--- config.mk ---
export PLATFORM = sky130hd
export DESIGN_NAME = seg_scan_ctrl
export DESIGN_NICKNAME = d
export VERILOG_FILES = /design/src/rtl/seg_scan_ctrl.sv
export SDC_FILE = /design/constraint.sdc
export NUM_CORES = 1
export LEC_CHECK = 0
export BUFFER_PORTS_ARGS = -buffer_cell sky130_fd_sc_hd__buf_2
export CAP_MARGIN = 20
export CORE_AREA = 3 3 104 81
export DETAILED_ROUTE_END_ITERATION = 6
export DIE_AREA = 0 0 107 84
export PLACE_DENSITY = 0.85
export SYNTH_ARGS = -nofsm -noshare
export SYNTH_HDL_FRONTEND = slang
export SYNTH_SLANG_ARGS = --single-unit
--- constraint.sdc ---
create_clock -name clk -period 2.15 [get_ports clk]
set_clock_uncertainty 0.15 [all_clocks]
set_input_delay 0.3225 -clock clk [delete_from_list [all_inputs] [get_ports clk]]
set_output_delay 0.3225 -clock clk [all_outputs]
set_load 0.05 [all_outputs]
--- src/rtl/seg_scan_ctrl.sv ---
// Time-multiplexed scan controller for a 4-digit common-anode 7-segment display.
// Optional leading-zero suppression is compiled in with `define SEG_SCAN_LZ_BLANK_EN.
module seg_scan_ctrl #(
   parameter int DIGIT_CYC = 100000,
   parameter int BLANK_CYC = 1000
) (
   input  logic        clk,
   input  logic        rst,
   input  logic [15:0] digits,
   input  logic [3:0]  dp_in,
   input  logic [3:0]  en_mask,
   input  logic        load,
   output logic [6:0]  seg,
   output logic        dp,
   output logic [3:0]  an,
   output logic        frame_tick
);

   localparam int CW = (DIGIT_CYC > 1) ? $clog2(DIGIT_CYC) : 1;
   localparam logic [CW-1:0] CNT_LAST  = CW'(DIGIT_CYC - 1);
   localparam logic [CW-1:0] CNT_BLANK = CW'(BLANK_CYC);

   localparam logic [0:0] ST_BLANK = 1'b0;
   localparam logic [0:0] ST_DRIVE = 1'b1;

   logic [CW-1:0] cnt;
   logic [CW-1:0] cnt_next;
   logic [1:0]    idx;
   logic [0:0]    state;
   logic [0:0]    state_next;
   logic          wrapped;
   logic          slot_end;
   logic          boundary;

   logic [15:0]   act_digits;
   logic [3:0]    act_dp;
   logic [3:0]    act_en;
   logic [15:0]   pend_digits;
   logic [3:0]    pend_dp;
   logic [3:0]    pend_en;
   logic          pend_valid;

   logic [3:0]    show_en;
   logic [3:0]    cur_val;
   logic          lit;

   function automatic logic [6:0] decode(input logic [3:0] v);
      case (v)
         4'h0:    decode = 7'b0111111;
         4'h1:    decode = 7'b0000110;
         4'h2:    decode = 7'b1011011;
         4'h3:    decode = 7'b1001111;
         4'h4:    decode = 7'b1100110;
         4'h5:    decode = 7'b1101101;
         4'h6:    decode = 7'b1111101;
         4'h7:    decode = 7'b0000111;
         4'h8:    decode = 7'b1111111;
         4'h9:    decode = 7'b1101111;
         4'hA:    decode = 7'b1110111;
         4'hB:    decode = 7'b1111100;
         4'hC:    decode = 7'b0111001;
         4'hD:    decode = 7'b1011110;
         4'hE:    decode = 7'b1111001;
         default: decode = 7'b1110001;
      endcase
   endfunction

   assign slot_end   = (cnt == CNT_LAST);
   assign boundary   = slot_end && (idx == 2'd3);
   assign cnt_next   = slot_end ? '0 : cnt + 1'b1;
   assign state_next = (cnt_next < CNT_BLANK) ? ST_BLANK : ST_DRIVE;

   // wrapped marks the first internal cycle of a frame that followed a real 3->0 wrap,
   // so the very first frame after reset produces no frame_tick.
   always_ff @(posedge clk) begin
      if (rst) begin
         cnt     <= '0;
         idx     <= 2'd0;
         state   <= ST_BLANK;
         wrapped <= 1'b0;
      end else begin
         cnt     <= cnt_next;
         state   <= state_next;
         wrapped <= boundary;
         if (slot_end) begin
            idx <= idx + 1'b1;
         end
      end
   end

   // Active values only change on the frame boundary; a load in that very cycle bypasses pending.
   always_ff @(posedge clk) begin
      if (rst) begin
         act_digits  <= '0;
         act_dp      <= '0;
         act_en      <= '0;
         pend_digits <= '0;
         pend_dp     <= '0;
         pend_en     <= '0;
         pend_valid  <= 1'b0;
      end else if (load && boundary) begin
         act_digits <= digits;
         act_dp     <= dp_in;
         act_en     <= en_mask;
         pend_valid <= 1'b0;
      end else begin
         if (boundary && pend_valid) begin
            act_digits <= pend_digits;
            act_dp     <= pend_dp;
            act_en     <= pend_en;
            pend_valid <= 1'b0;
         end
         if (load) begin
            pend_digits <= digits;
            pend_dp     <= dp_in;
            pend_en     <= en_mask;
            pend_valid  <= 1'b1;
         end
      end
   end

`ifdef SEG_SCAN_LZ_BLANK_EN
   logic above_off;

   // Walk down from the top digit; a zero without dp is hidden only while everything above is dark.
   always_comb begin
      show_en   = act_en;
      above_off = 1'b1;
      for (int k = 3; k >= 1; k--) begin
         if (above_off && (act_digits[4*k +: 4] == 4'd0) && !act_dp[k]) begin
            show_en[k] = 1'b0;
         end
         above_off = !show_en[k];
      end
   end
`else
   assign show_en = act_en;
`endif

   assign cur_val = act_digits[{idx, 2'b00} +: 4];
   assign lit     = (state == ST_DRIVE) && show_en[idx];

   always_ff @(posedge clk) begin
      if (rst) begin
         an         <= 4'b1111;
         seg        <= 7'b1111111;
         dp         <= 1'b1;
         frame_tick <= 1'b0;
      end else begin
         an         <= lit ? ~(4'b0001 << idx) : 4'b1111;
         seg        <= lit ? ~decode(cur_val) : 7'b1111111;
         dp         <= lit ? ~act_dp[idx] : 1'b1;
         frame_tick <= wrapped;
      end
   end

endmodule

* After elaboration in Yosys (flattened, before gate mapping)
Memory sizes are Yosys's and may differ from the RTL's. Index checks and enable logic that the tools add are counted.
Word-level totals: memories kept 1, register bits 83, ROM bits 112, output and inout port bits 13
Operators by class: shifts and indexed selects 2, $add $sub $neg 2, $lt $le $gt $ge 2, eq/ne operators 2, muxes and demuxes 15, bitwise gates (word level) 5, reductions and logical operators 9
Memory list:
- (name not given) | words 16, width 7, rd ports 1, clocked after memory_dff 0, wr ports 0, line 48 | case (v)
Operator list (count):
- $mux W16 | 2
- $add A17 B1 Y17 const B | 1
- $eq A17 B17 Y1 const B | 1
- $lt A17 B10 Y1 const B | 1
- $mux W17 | 1
- $mux W4 | 4
- $shiftx A16 B5 Y4 | 1
- $mux W7 | 1
- $not A7 Y7 | 1
- $mux W1 | 5
- $bmux W1 S2 | 2
- $logic_and A1 B1 Y1 | 4
- $not A4 Y4 | 1
- $reduce_bool A2 Y1 | 2
- $reduce_or A2 Y1 | 2
- $shl A1 B2 Y4 const A | 1
- $lt A2 B3 Y1 const B | 1
- $not A1 Y1 | 3
- $add A2 B1 Y2 const B | 1
- $eq A2 B2 Y1 const B | 1
- $reduce_and A2 Y1 | 1

* Depth between registers and ports, before layout
Gate-level depths: netlist of the first run.
word-level depth 5, depth in mapped cells 8

* Worst setup path before layout of the first run
Ideal clock, no wire load.
kind flip-flop to flip-flop, from register cnt[0], to register act_digits[1], cell stages (with the launch flop) 9, library setup time 71 ps, required time 1929 ps, path slack -214 ps, period minus slack after synthesis 2364 ps, arrival time 2143 ps, cells stage by stage dfxtp_1 ha_1 and4_1 nand3_1 nor3_2 nor3b_2 buf_4 o221ai_2 a21oi_2
Between the ends: cells in the longest elaborated chain, start to end 4, elaborated cells between the ends (all ways) 6, those cells by class eq/ne (1); mux (1); reduce/logical (4)
RTL lines:
- start: declaration | line 26 | logic [CW-1:0] cnt;
- start signal: assignment | line 82 | cnt <= cnt_next;
- $eq A17 B17 Y1 * | line 68 | assign slot_end = (cnt == CNT_LAST);
- $logic_and A1 B1 Y1 * | line 69 | assign boundary = slot_end && (idx == 2'd3);
- $logic_and A1 B1 Y1, on equally long branches | line 101, 107
- $mux W16 or $reduce_bool A2 Y1 (tied branches)
- end signal: assignment | line 102 | act_digits <= digits;
- end signal: assignment | line 108 | act_digits <= pend_digits;
- end: declaration | line 35 | logic [15:0] act_digits;
Mark *: on every way between the ends. The rest lies on a longest branch, timed or not. A chain may end at the register's enable or synchronous reset.

* Final worst setup path of the first run
from register cnt[9], to register pend_dp[1]
Between the ends: cells in the longest elaborated chain, start to end 5
RTL lines:
- $eq A17 B17 Y1 | line 68
- $logic_and A1 B1 Y1 | line 69
- $logic_and A1 B1 Y1 | line 101 | end else if (load && boundary) begin
- $not A1 Y1 (no source line)
- $reduce_and A2 Y1 (no source line)
- end signal: assignment | line 115 | pend_dp <= dp_in;
- end: declaration | line 39 | logic [3:0] pend_dp;
No other way between the ends.

==> run summary, run 1 <==
layout cell share with drive strength beyond 1 -> 0.376
Max stage delay on crit path -> 0.58 ns
critical path startpoint category -> flop
TritonRoute pass-1 iters -> 4
CTS tree -> yes
Vias/cell -> 5.75
Final min period -> 2.37 ns
clk buf depth -> 2
Cells after Synth -> 397
syn nets -> 434
CP Max Fanout -> 5
placed cell areas -> 4500 um^2
IO buf count -> 39
core area -> 7400 um^2
Antenna Nets Post-Route -> 0
DR DRC count -> 0
Total Routing Usage GR -> 0.211
Reg2Reg Capture Point -> pend_dp[1]
cts bufs inserted -> 9
reg-to-reg critical path startpoint -> cnt[9]
Top FF cell, synth -> dfxtp_1
Max Fclk -> 0.423 GHz
asr flop ratio synth -> 0
dpl hpwl -> 6260 um
CP arrival -> 2.45 ns
maximum VDD drop -> 352 uV
# rows -> 27
CP cell instances -> and2_4 -> or4b_1 -> or4_4 -> nand2_8 -> buf_12 -> mux2i_2 -> nor2_1
RePlAce Congestion -> 0.889
Crit path buffers/inverters -> 1
ant diodes -> 0
WL/cell -> 16.5 um
number of fill cells -> 521
critical path class -> flop to flop
Final period util -> 1.10
Clk pwr share -> 0.394
Leak -> 1.83 nW
Pwr Density -> 597 nW/um^2
first-pass GRT wire length -> 15000 um
Seq/Total Area, Yosys -> 0.423
synthesized area per cell -> 9.90 um^2
Non-Filler Instances -> 575
switch share -> 0.238
vias in the first global route -> 3096
CTS sink cnt -> 83
CTS Root Cell -> clkbuf_8
max-slew violation count -> 0
Sequential Power Share -> 0.542
Critical Path Slowest Stage Cell -> or4_4
Hold EP -> pend_digits[15]
Max Cap Viol -> 0
worst slew pin tran -> 0.637 ns
Critical Path Source -> cnt[9]
Hold Path Class -> input pin to flop
die area -> 8990 um^2
post-route cell area -> 4930 um^2
Ports -> 40
placed insts -> 550
Comb pwr share -> 0.064
total global routing overflow -> 0
most frequent cells in the layout -> dfxtp_1, nor2_1, nand2_1
Post-synth EDFFs -> 0
final setup violation count -> 48
R2R Setup Slk -> -0.22 ns
mapped cell area -> 3930 um^2
area of the multi-input gates -> 2140 um^2
Vias -> 3305
Slew HR -> 0.575
Worst-path clk slew -> 0.09 ns
synth unique cells -> 53
RSZ-0062 raised after global routing -> true
start point of the worst min-delay path -> digits[15]
initial antenna violation count -> 0
Chip Width -> 107 um
clk_lat worst skew -> 0.37 ns
yosys synthesis warning count -> 0
Reg area -> 1670 um^2
Post-layout nets -> 507
leading cell type in the layout, fill and taps excluded -> dfxtp_1
largest net degree at the start of global routing -> 53
Die Ht -> 84 um
Worst Path Required -> 2.23 ns
final WL -> 9520 um
CTS H-Tree Depth -> 3
Min-Delay Path Depth -> 3
Fin. Hold Viols -> 0
DRT iter0 DRCs -> 259
Starting Density -> 0.531
synth-to-layout area growth -> 25.3%
critical path's top delay family -> simple AND/OR/NAND/NOR gates
Yosys reg bits -> 83
status -> complete, but fails checks
sw power -> 0.000700 W
internal power -> 0.00224 W
setup ws final -> -0.216 ns
Reg2Reg Depth -> 7
Crit. End Element -> flop
failing checks -> negative setup slack
cells by family after synthesis:
logic type                 share of synthesized area
AOI/OAI and AO/OA                              0.188
xor gates and xnor gates                      0.0356
DFF                                            0.423
and+or+nand+nor                                0.164
adders and majority gates                     0.0318
buffers and inverters                         0.0554
muxes                                          0.102
layout make-up:
class	instances	area share
clock buffers	11	0.0307
clock inverters	4	0.0102
inverters	15	0.0114
multi-input cells	272	0.434
flip-flops and latches	83	0.339
well taps	101	0.0257
repair buffers	89	0.149
power groups by stage:
stage,registers (W),clock network [W],logic [W]
floorplan,0.00162,0,0.0000988
global placement,0.00162,0,0.000161
finish,0.00159,0.00116,0.000187
CTS,0.00159,0.00117,0.000178
detailed placement,0.00163,0,0.000166
global route,0.00160,0.00124,0.000203
metrics by stage:
step / hold slack (ns) / TNS (ns) / utilization / setup slack (ns) / power, W
4_1_cts: 0.0507 / -8.46 / 0.646 / -0.226 / 0.00294
6_report: 0.0623 / -7.55 / 0.666 / -0.216 / 0.00294
3_5_place_dp: 0.278 / -5.60 / 0.608 / -0.190 / 0.00179
2_1_floorplan: 0.264 / -3.33 / - / -0.118 / 0.00172
5_1_grt: 0.0654 / -9.89 / 0.666 / -0.252 / 0.00304
3_3_place_gp: 0.280 / -2.38 / 0.608 / -0.0721 / 0.00178
Yosys cell counts (8+ instances only):
cell type,n,area (um^2)
dfxtp_1,83,1660
nor2_1,49,184
nand2_1,42,158
mux2i_1,29,290
a21oi_2,20,175
o221ai_2,20,300
clkbuf_1,15,56.3
inv_1,14,52.6
a21oi_1,11,55.1
ha_1,10,125
nand3_1,9,45.0
xnor2_1,9,78.8
o221ai_1,8,70.1
state kept, by name, summed over array words and instances, names as in the netlist, 2 cells and up:
register and flops:
act_en 4, idx 2, pend_digits 16, pend_dp 4
an 4, pend_en 4, seg 7, act_dp 4
act_digits 16, cnt 17
routing by layer:
metal / wire length, um / vias up / part of all wire / track usage
met3: 648 / 29 / 0.068 / 0.0611
li1: - / 1560 / - / -
met1: 4100 / 1576 / 0.43 / 0.278
met4: 267 / 0 / 0.028 / 0.0906
met2: 4500 / 140 / 0.47 / 0.320
met5: 0 / - / 0 / 0
timing repair:
| item | 4_1_cts | 5_1_grt |
|---|---|---|
| hold buffers | 0 | 0 |
| setup endpoints to repair | 48 | 55 |
| pin swaps | 7 | 9 |
| setup buffers | 2 | 5 |
| cloned | 1 | 2 |
| resized for setup | 8 | 15 |
worst min-delay path: cells and delay by family:
kind | cells | cell delay (ns)
AND/OR/NAND/NOR | 1 | 0.07
buffers and inverters | 1 | 0.10
multiplexers | 1 | 0.06
worst max-delay path by stage:
stage	slack, ns	cells past startpoint	end
2_1_floorplan	-0.12	7	pend_digits[15]
3_3_place_gp	-0.07	7	act_digits[1]
3_5_place_dp	-0.19	7	pend_dp[1]
4_1_cts	-0.23	7	pend_dp[1]
5_1_grt	-0.25	7	pend_dp[1]
6_report	-0.22	7	pend_dp[1]
Note: power is estimated with default switching activity, not from simulation.
==> run 2, diff against run 1 <==
--- a/config.mk
+++ b/config.mk
@@ -10,7 +10,7 @@
 export CORE_AREA = 3 3 104 81
 export DETAILED_ROUTE_END_ITERATION = 6
 export DIE_AREA = 0 0 107 84
-export PLACE_DENSITY = 0.85
+export PLACE_DENSITY = 0.74
 export SYNTH_ARGS = -nofsm -noshare
 export SYNTH_HDL_FRONTEND = slang
 export SYNTH_SLANG_ARGS = --single-unit
==> run 2 against run 1 <==
  * The run still ends with negative setup slack left
  * Register-to-register slack improved by 0.05 ns
  * Wire length down 3.4%
  * Worst hold slack gained 0.013 ns
  * Die area stayed put
  * Final cell count increased by 1.0%
  * Fmax is 2.3% higher
  * Sequential power barely moved
  * Clock power hardly changed
  * Final area rose by 1.6%
  * Global-route usage fell by 1.0 points
  * Sequential cell count stayed put
  * Setup slack improved by 0.052 ns
==> run summary, run 2 (same netlist as run 1, synthesis figures left out) <==
status -> complete, but fails checks
failing checks -> negative setup slack
clk_lat worst skew -> 0.36 ns
Vias -> 3163
Slew HR -> 0.697
vias in the first global route -> 2968
critical path class -> flop to flop
DRT iter0 DRCs -> 258
cts bufs inserted -> 9
cts hold-fix bufs -> 0
Critical Path Slowest Stage Cell -> or4_4
Post-layout nets -> 512
CTS sink cnt -> 83
Non-Filler Instances -> 581
Reg2Reg Depth -> 8
setup ws final -> -0.164 ns
max reg flops -> 17
post-route cell area -> 5000 um^2
ant diodes -> 0
die area -> 8990 um^2
max-slew violation count -> 0
CP Max Fanout -> 5
Chip Width -> 107 um
placed cell areas -> 4500 um^2
most frequent cells in the layout -> dfxtp_1, nor2_1, nand2_1
CTS tree -> yes
Worst Path Required -> 2.29 ns
Most flops, register -> cnt
critical path startpoint category -> flop
# rows -> 27
RePlAce Congestion -> 0.852
WL/cell -> 15.8 um
leading cell type in the layout, fill and taps excluded -> dfxtp_1
Fin. Hold Viols -> 0
TritonRoute pass-1 iters -> 5
clk buf depth -> 2
final setup violation count -> 48
CP cell instances -> and2_4 -> or4b_1 -> or4_4 -> nor2_8 -> buf_4 -> buf_16 -> o221ai_2 -> a21oi_2
Critical Path Source -> cnt[10]
power consumption -> 0.00293 W
RSZ-0062 raised after global routing -> true
dpl hpwl -> 6000 um
reg-to-reg critical path startpoint -> cnt[10]
Final min period -> 2.31 ns
sum of negative setup slack -> -6.04 ns
Max stage delay on crit path -> 0.56 ns
Worst-path clk slew -> 0.09 ns
Total Routing Usage GR -> 0.201
Min-Delay Path Depth -> 3
start point of the worst min-delay path -> digits[8]
IO buf count -> 39
core area -> 7400 um^2
CTS Root Cell -> clkbuf_8
Pwr Density -> 584 nW/um^2
Crit. End Element -> flop
layout cell share with drive strength beyond 1 -> 0.383
largest registers -> cnt: 17 flops, act_digits: 16 flops, pend_digits: 16 flops
Final period util -> 1.08
initial antenna violation count -> 0
placed insts -> 550
Die Ht -> 84 um
Max Fclk -> 0.432 GHz
Leak -> 1.87 nW
Max Cap Viol -> 0
Hold Path Class -> input pin to flop
worst slew pin tran -> 0.455 ns
maximum VDD drop -> 472 uV
dpl ws -> -0.164 ns
Starting Density -> 0.531
total global routing overflow -> 0
first-pass GRT wire length -> 14400 um
CP arrival -> 2.46 ns
synth-to-layout area growth -> 27.3%
Antenna Nets Post-Route -> 0
CTS H-Tree Depth -> 3
final WL -> 9200 um
Vias/cell -> 5.44
DR DRC count -> 0
number of fill cells -> 529
Ports -> 40
largest net degree at the start of global routing -> 39
[run 2: changes by cell type in the layout (fill, tap and decap cells not counted), moves of 2 or more]
cell	previous run	this run
buf_4	37	40
buf_6	2	4
clkinv_4	0	2
inv_1	12	14
inv_2	3	1
mux2i_1	26	28
mux2i_2	3	1
o221ai_1	7	5
[run 2: worst paths after layout]
kind / endpoint / slack (ns)
min reg2reg: act_digits[14] / 0.31
max: act_digits[4] / -0.16
min: pend_digits[8] / 0.07
max reg2reg: act_digits[4] / -0.16
[run 2: where the power goes]
part | leakage [nW] | total [W] | internal (W) | switching, W
Clock | 0.0957 | 0.00115 | 0.000573 | 0.000576
Combinational | 1.09 | 0.000182 | 0.0000779 | 0.000104
Sequential | 0.677 | 0.00159 | 0.00157 | 0.0000253
Total | 1.87 | 0.00293 | 0.00222 | 0.000705
[run 2: critical path: cells and delay by family (launching register included)]
family	cells	cell delay, ns
and+or+nand+nor	4	1.28
DFF	1	0.33
buffers and inverters	2	0.26
AOI/OAI and AO/OA	2	0.23
[run 2: stage by stage]
step,utilization,hold slack (ns)
after global placement,0.608,0.288
after floorplan,-,0.264
after global routing,0.676,0.0756
after CTS,0.650,0.0591
final,0.676,0.0749
after detailed placement,0.608,0.293
[run 2: area by class of cell]
class,count,area (um^2),area share
Multi-Input combinational cell,272,2170,0.433
Sequential cell,83,1670,0.333
Timing Repair Buffer,94,783,0.156
Clock buffer,11,141,0.0283
Tap cell,101,126,0.0252
Clock inverter,5,62.6,0.0125
Inverter,15,56.3,0.0113
[run 2: timing repair]
action / in CTS / in global routing
pin swaps: 6 / 8
endpoints found under the setup margin: 49 / 70
buffers inserted: 5 / 6
hold endpoints to repair: 0 / 0
gates resized for setup: 10 / 17
gates cloned: 1 / 3
[run 2: routing by layer]
metal  up-vias  global-route usage  part of all wire
met5         -                   0                 0
met4         0              0.0383            0.0064
met3         6              0.0565             0.045
met2        81               0.303              0.46
met1      1505               0.287              0.49
li1       1571                   -                 -
